[config.mk]
export PLATFORM = sky130hd
export DESIGN_NAME = seg7_mux_scanner
export DESIGN_NICKNAME = d
export VERILOG_FILES = /design/src/rtl/seg7_mux_scanner.sv
export SDC_FILE = /design/constraint.sdc
export NUM_CORES = 1
export LEC_CHECK = 0
export ABC_AREA = 0
export CAP_MARGIN = 25
export CORE_MARGIN = 1
export CORE_UTILIZATION = 35
export DETAILED_ROUTE_END_ITERATION = 8
export PLACE_DENSITY_LB_ADDON = 0.1
export SYNTH_ARGS = -nofsm -noshare
export SYNTH_HDL_FRONTEND = slang
export SYNTH_SLANG_ARGS = --single-unit
[constraint.sdc]
create_clock -name clk -period 2.6 [get_ports clk]
set_input_delay 0.39 -clock clk [delete_from_list [all_inputs] [get_ports clk]]
set_output_delay 0.39 -clock clk [all_outputs]
set_load 0.02 [all_outputs]
[src/rtl/seg7_mux_scanner.sv]
// N-digit multiplexed 7-segment scanner with dead-time blanking and run-time polarity.
// Optional feature: define SEG7_LEADING_ZERO_BLANK_EN to suppress leading zero digits.
module seg7_mux_scanner #(
  parameter int unsigned NDIGITS      = 4,
  parameter int unsigned PRESCALE     = 1000,
  parameter int unsigned BLANK_CYCLES = 16
) (
  input  logic                   clk,
  input  logic                   rst_n,
  input  logic                   ena,
  input  logic [4*NDIGITS-1:0]   value_in,
  input  logic [NDIGITS-1:0]     dp_in,
  input  logic                   load,
  input  logic                   seg_pol,
  input  logic                   com_pol,
  output logic [7:0]             seg_out,
  output logic [NDIGITS-1:0]     com_out,
  output logic [NDIGITS-1:0]     com_oe,
  output logic                   frame_done
);

  localparam int unsigned CNT_W      = (PRESCALE > 1) ? $clog2(PRESCALE) : 1;
  localparam int unsigned DIG_W      = (NDIGITS > 1) ? $clog2(NDIGITS) : 1;
  localparam int unsigned VAL_W      = 4 * NDIGITS;
  localparam int unsigned SLOT_LAST  = PRESCALE - 1;
  localparam int unsigned BLANK_LAST = (BLANK_CYCLES > 0) ? BLANK_CYCLES - 1 : 0;
  localparam int unsigned DIG_LAST   = NDIGITS - 1;

  typedef enum logic [1:0] {
    S_IDLE  = 2'd0,
    S_BLANK = 2'd1,
    S_DRIVE = 2'd2
  } state_t;

  state_t             state, state_nxt;
  logic [CNT_W-1:0]   cnt, cnt_nxt;
  logic [DIG_W-1:0]   digit, digit_nxt;
  logic [7:0]         seg_r, seg_nxt;
  logic [NDIGITS-1:0] com_r, com_nxt;
  logic               frame_nxt;

  logic [VAL_W-1:0]   shadow_val, display_val;
  logic [NDIGITS-1:0] shadow_dp, display_dp;
  logic [NDIGITS-1:0] lz_blank;
  logic [3:0]         cur_nib;
  logic               cur_dp;
  logic               frame_end_c;

  function automatic logic [6:0] hex7(input logic [3:0] h);
    case (h)
      4'h0: hex7 = 7'h3F;
      4'h1: hex7 = 7'h06;
      4'h2: hex7 = 7'h5B;
      4'h3: hex7 = 7'h4F;
      4'h4: hex7 = 7'h66;
      4'h5: hex7 = 7'h6D;
      4'h6: hex7 = 7'h7D;
      4'h7: hex7 = 7'h07;
      4'h8: hex7 = 7'h7F;
      4'h9: hex7 = 7'h6F;
      4'hA: hex7 = 7'h77;
      4'hB: hex7 = 7'h7C;
      4'hC: hex7 = 7'h39;
      4'hD: hex7 = 7'h5E;
      4'hE: hex7 = 7'h79;
      default: hex7 = 7'h71;
    endcase
  endfunction

  assign cur_nib = display_val[{digit, 2'b00} +: 4];
  assign cur_dp  = display_dp[digit];

  // Leading-zero mask: a digit is blanked only while every more-significant digit is also blank.
`ifdef SEG7_LEADING_ZERO_BLANK_EN
  always_comb begin
    logic run;
    lz_blank = '0;
    run      = 1'b1;
    for (int i = int'(NDIGITS) - 1; i > 0; i--) begin
      run         = run && (display_val[4*i +: 4] == 4'h0) && !display_dp[i];
      lz_blank[i] = run;
    end
  end
`else
  assign lz_blank = '0;
`endif

  assign frame_end_c = ena && (state == S_DRIVE) && (cnt == CNT_W'(SLOT_LAST))
                       && (digit == DIG_W'(DIG_LAST));

  // Next-state and next-output logic; ena low forces an immediate blank and IDLE.
  always_comb begin
    state_nxt = state;
    cnt_nxt   = cnt;
    digit_nxt = digit;
    seg_nxt   = '0;
    com_nxt   = '0;
    frame_nxt = 1'b0;
    if (!ena) begin
      state_nxt = S_IDLE;
      cnt_nxt   = '0;
      digit_nxt = '0;
    end else begin
      case (state)
        S_IDLE: begin
          cnt_nxt   = '0;
          digit_nxt = '0;
          state_nxt = (BLANK_CYCLES == 0) ? S_DRIVE : S_BLANK;
        end
        S_BLANK: begin
          cnt_nxt = cnt + CNT_W'(1);
          if (cnt == CNT_W'(BLANK_LAST)) state_nxt = S_DRIVE;
        end
        S_DRIVE: begin
          seg_nxt = {cur_dp, lz_blank[digit] ? 7'h00 : hex7(cur_nib)};
          com_nxt = NDIGITS'(1) << digit;
          if (cnt == CNT_W'(SLOT_LAST)) begin
            cnt_nxt   = '0;
            state_nxt = (BLANK_CYCLES == 0) ? S_DRIVE : S_BLANK;
            if (digit == DIG_W'(DIG_LAST)) begin
              digit_nxt = '0;
              frame_nxt = 1'b1;
            end else begin
              digit_nxt = digit + DIG_W'(1);
            end
          end else begin
            cnt_nxt = cnt + CNT_W'(1);
          end
        end
        default: begin
          state_nxt = S_IDLE;
          cnt_nxt   = '0;
          digit_nxt = '0;
        end
      endcase
    end
  end

  always_ff @(posedge clk or negedge rst_n) begin
    if (!rst_n) begin
      state      <= S_IDLE;
      cnt        <= '0;
      digit      <= '0;
      seg_r      <= '0;
      com_r      <= '0;
      com_oe     <= '0;
      frame_done <= 1'b0;
    end else begin
      state      <= state_nxt;
      cnt        <= cnt_nxt;
      digit      <= digit_nxt;
      seg_r      <= seg_nxt;
      com_r      <= com_nxt;
      com_oe     <= {NDIGITS{ena}};
      frame_done <= frame_nxt;
    end
  end

  // Shadow captures on load; display only moves at a frame boundary, bypassing a coincident load.
  always_ff @(posedge clk or negedge rst_n) begin
    if (!rst_n) begin
      shadow_val  <= '0;
      shadow_dp   <= '0;
      display_val <= '0;
      display_dp  <= '0;
    end else begin
      if (load) begin
        shadow_val <= value_in;
        shadow_dp  <= dp_in;
      end
      if (frame_end_c) begin
        display_val <= load ? value_in : shadow_val;
        display_dp  <= load ? dp_in    : shadow_dp;
      end
    end
  end

  assign seg_out = seg_pol ? seg_r : ~seg_r;
  assign com_out = com_pol ? com_r : ~com_r;

endmodule
==> run metrics <==
sequential element share of the synthesized area=53.1%; fillcell total=833; hold slack final=0.463 ns; global-route usage over all layers=13.3%; Net Switching=0.660 mW; Initial DRT Pass Iterations=6; number of buffers on the longest clock path=2; cell area after layout=4010 µm²; leakage power figure=1.81 nW; CTS tree=yes; register share of total power=42.7%; shortest clock period the worst path allows after layout=2.28 ns; post-cts sizing count=0; failing checks=DRC; fraction of layout cells with a size suffix above 1=23.7%; post-CTS setup buffer count=0; worst reg2reg startpoint=digit[0]$_DFFE_PN0P_; number of enable-type register cells in the synthesized netlist=0; width of the die=97.7 µm; number of placed instances, taps included=390; post-synthesis cell type count=41; gate count of the mapped netlist=247; post-synthesis to final-layout area growth=25.1%; fraction of registers with async set or reset after synthesis=100%; depth of the CTS H-tree=3; post-synthesis area per instance=13.0 µm²; clock root cell=clkbuf_8; first element of the critical path=seg_pol; antenna violations before repair=0; wirelength, routed=5650 µm; Fmax achieved=438 MHz; VDD IR-drop max=318 µV; crit path setup slack, layout=0.316 ns; sort of element at the start of the critical path=primary input; antenna-violating nets left=0; Post-Syn Area=3200 µm²; Tcrit/Tclk final=87.8%; area used by multi-input combinational logic=1380 µm²; Reg clk slew, reported paths=0.07 ns; terminus of the critical flop-to-flop path=seg_r[3]$_DFF_PN0_; number of synthesized register bits=68; final instance count without filler cells=407; global placement routability congestion=0.735; estimated wirelength of the detail-placed design=3790 µm; Area after DPL=3730 µm²; CP required=2.21 ns; register cell area after layout=1700 µm²; starting DRC count in detailed routing=85; die height=97.7 µm; CTS Buf Count=9; master of the slowest instance on the critical path=clkdlybuf4s50_1; maximum number of pins on one net before global-route repair=32; Crit path largest cell delay=0.72 ns; tightest slew margin relative to the limit=67.5%; Layout Skew=0.00792 ns; number of global-route vias before repair=1910; total core area=8810 µm²; overflow left after global routing=0; total nets after synthesis=288; most used cell along the critical path=clkdlybuf4s50_1; Place WS=0.303 ns; actual slew at the worst max-slew pin=0.487 ns; row cnt=34; count of warnings emitted by yosys=0; RSZ-0062 raised after global routing=no; P_int=2.06 mW; number of setup violations in the final report=0; net switching fraction of the power=24.3%; arrival time at the worst endpoint=1.89 ns; fraction of power consumed by combinational cells=15.2%; WL/cell=13.9 µm; final net count=335; Max FO, Critical Path=8; number of vias in the routed layout=1985; via density per instance=4.88; Max Transition Viols Final=0; CTS Sinks=68; PwrDens=679 nW/µm²; most used flip-flop cell after synthesis=dfrtp_1; class of the tightest hold or removal check=flop to flop; Die ar.=9540 µm²; share of total power in the clock network=42.1%; initial cell density of the core=36.4%; CP Capture Point=seg_out[1]; internal reg-to-reg setup slack=0.48 ns; Residual DRC=12; insertion delay to the later sink of the worst-skew pair=0.34 ns; first-pass GRT wire length=9740 µm; number of failing hold endpoints at the final stage=0; status=finished, violations left; Critical Path Sink Type=output pin; aggregate negative setup slack=0 ns; # IOs=43; ordered list of cells on the worst path=clkdlybuf4s50_1 > xnor2_1 > clkdlybuf4s50_1; count of inserted antenna diode cells=0; worst-case reg-to-reg path depth=6; input/output buffers=42; critical path start-end classification=primary input to output pin; count of maximum capacitance violations=0
==> cell usage after synthesis, types with 3 or more instances <==
cell | number | share of area (%)
dfrtp_1 | 68 | 53
mux2_2 | 41 | 14
nor2_1 | 17 | 2.0
xnor2_1 | 17 | 4.6
ha_1 | 15 | 5.9
inv_1 | 12 | 1.4
nand2_1 | 11 | 1.3
and3_1 | 6 | 1.2
clkbuf_1 | 6 | 0.70
nand3_1 | 4 | 0.63
nor3_1 | 4 | 0.63
a21oi_1 | 3 | 0.47
buf_4 | 3 | 0.70
mux2i_1 | 3 | 0.94
mux4_1 | 3 | 2.5
xor2_1 | 3 | 0.82
==> through the flow <==
| stage | total power [mW] | util (%) |
|---|---|---|
| detailed placement | 1.60 | 42.4 |
| CTS | 2.76 | 45.5 |
| floorplan | 1.43 | - |
| global route | 2.85 | 45.5 |
| global placement | 1.60 | 42.4 |
| finish | 2.72 | 45.5 |
==> final cells by class <==
| class | instances | area share, % |
|---|---|---|
| well taps | 108 | 3.37 |
| multi-input cells | 154 | 34.4 |
| repair buffers | 49 | 12.1 |
| clock buffers | 9 | 3.09 |
| inverters | 12 | 1.12 |
| clock inverters | 7 | 3.47 |
| flip-flops and latches | 68 | 42.5 |
==> power groups by stage <==
stage | clock network, mW | logic [mW] | registers [mW]
6_report | 1.14 | 0.414 | 1.16
5_1_grt | 1.22 | 0.457 | 1.17
4_1_cts | 1.18 | 0.421 | 1.16
3_5_place_dp | 0 | 0.416 | 1.18
3_3_place_gp | 0 | 0.416 | 1.18
2_1_floorplan | 0 | 0.259 | 1.17
==> logic make-up (layout without fill, tap and decap cells) <==
family,Yosys count,in the layout,share of synthesized area [%]
DFF,68,68,53.1
and+or+nand+nor,53,53,8.44
muxes,49,49,19.2
buffers and inverters,25,77,3.83
xor gates and xnor gates,20,20,5.47
AOI/OAI and AO/OA,17,17,4.06
adders and majority gates,15,15,5.86
==> placed cells by master (no fill, tap or decap), types with 6 or more instances in the layout <==
cell	synthesis	routed
mux2_2	41	41
nor2_1	17	17
dfrtp_1	68	68
xnor2_1	17	17
clkbuf_8	0	9
ha_1	15	15
nand2_1	11	11
and3_1	6	6
clkdlybuf4s50_1	0	41
inv_1	12	12
==> critical path, delay by kind of cell <==
family | cells | cell delay (ns)
xor gates and xnor gates | 1 | 0.16
buffers and inverters | 2 | 1.34
==> worst min-delay path by stage <==
stage | startpoint | depth (start not counted) | endpoint
after floorplan | rst_n | 0 | cnt[0]$_DFF_PN0_
after global placement | rst_n | 1 | cnt[0]$_DFF_PN0_
after global routing | cnt[0]$_DFF_PN0_ | 1 | cnt[0]$_DFF_PN0_
after detailed placement | rst_n | 1 | cnt[0]$_DFF_PN0_
final | cnt[0]$_DFF_PN0_ | 1 | cnt[0]$_DFF_PN0_
after CTS | cnt[0]$_DFF_PN0_ | 1 | cnt[0]$_DFF_PN0_
==> registers in the layout (all words and copies together) (netlist names) <==
| register | flops |
|---|---|
| shadow_val | 16 |
| frame_done | 1 |
| display_dp | 4 |
| state | 2 |
| seg_r | 8 |
| com_oe | 1 |
| shadow_dp | 4 |
| display_val | 16 |
| digit | 2 |
| cnt | 10 |
| com_r | 4 |
==> timing repair <==
| item | CTS | global route |
|---|---|---|
| endpoints found under the setup margin | 0 | 0 |
| endpoints found under the hold margin | 15 | 0 |
| hold buffers | 1 | 0 |
==> layer usage <==
| metal | routed length (µm) | global-route usage [%] | part of all wire [%] |
|---|---|---|---|
| met4 | 110 | 6.64 | 1.9 |
| met3 | 206 | 3.09 | 3.6 |
| met5 | 0 | 0 | 0 |
| met2 | 2450 | 18.9 | 43 |
| met1 | 2890 | 18.8 | 51 |
Note: power is estimated with default switching activity, not from simulation.
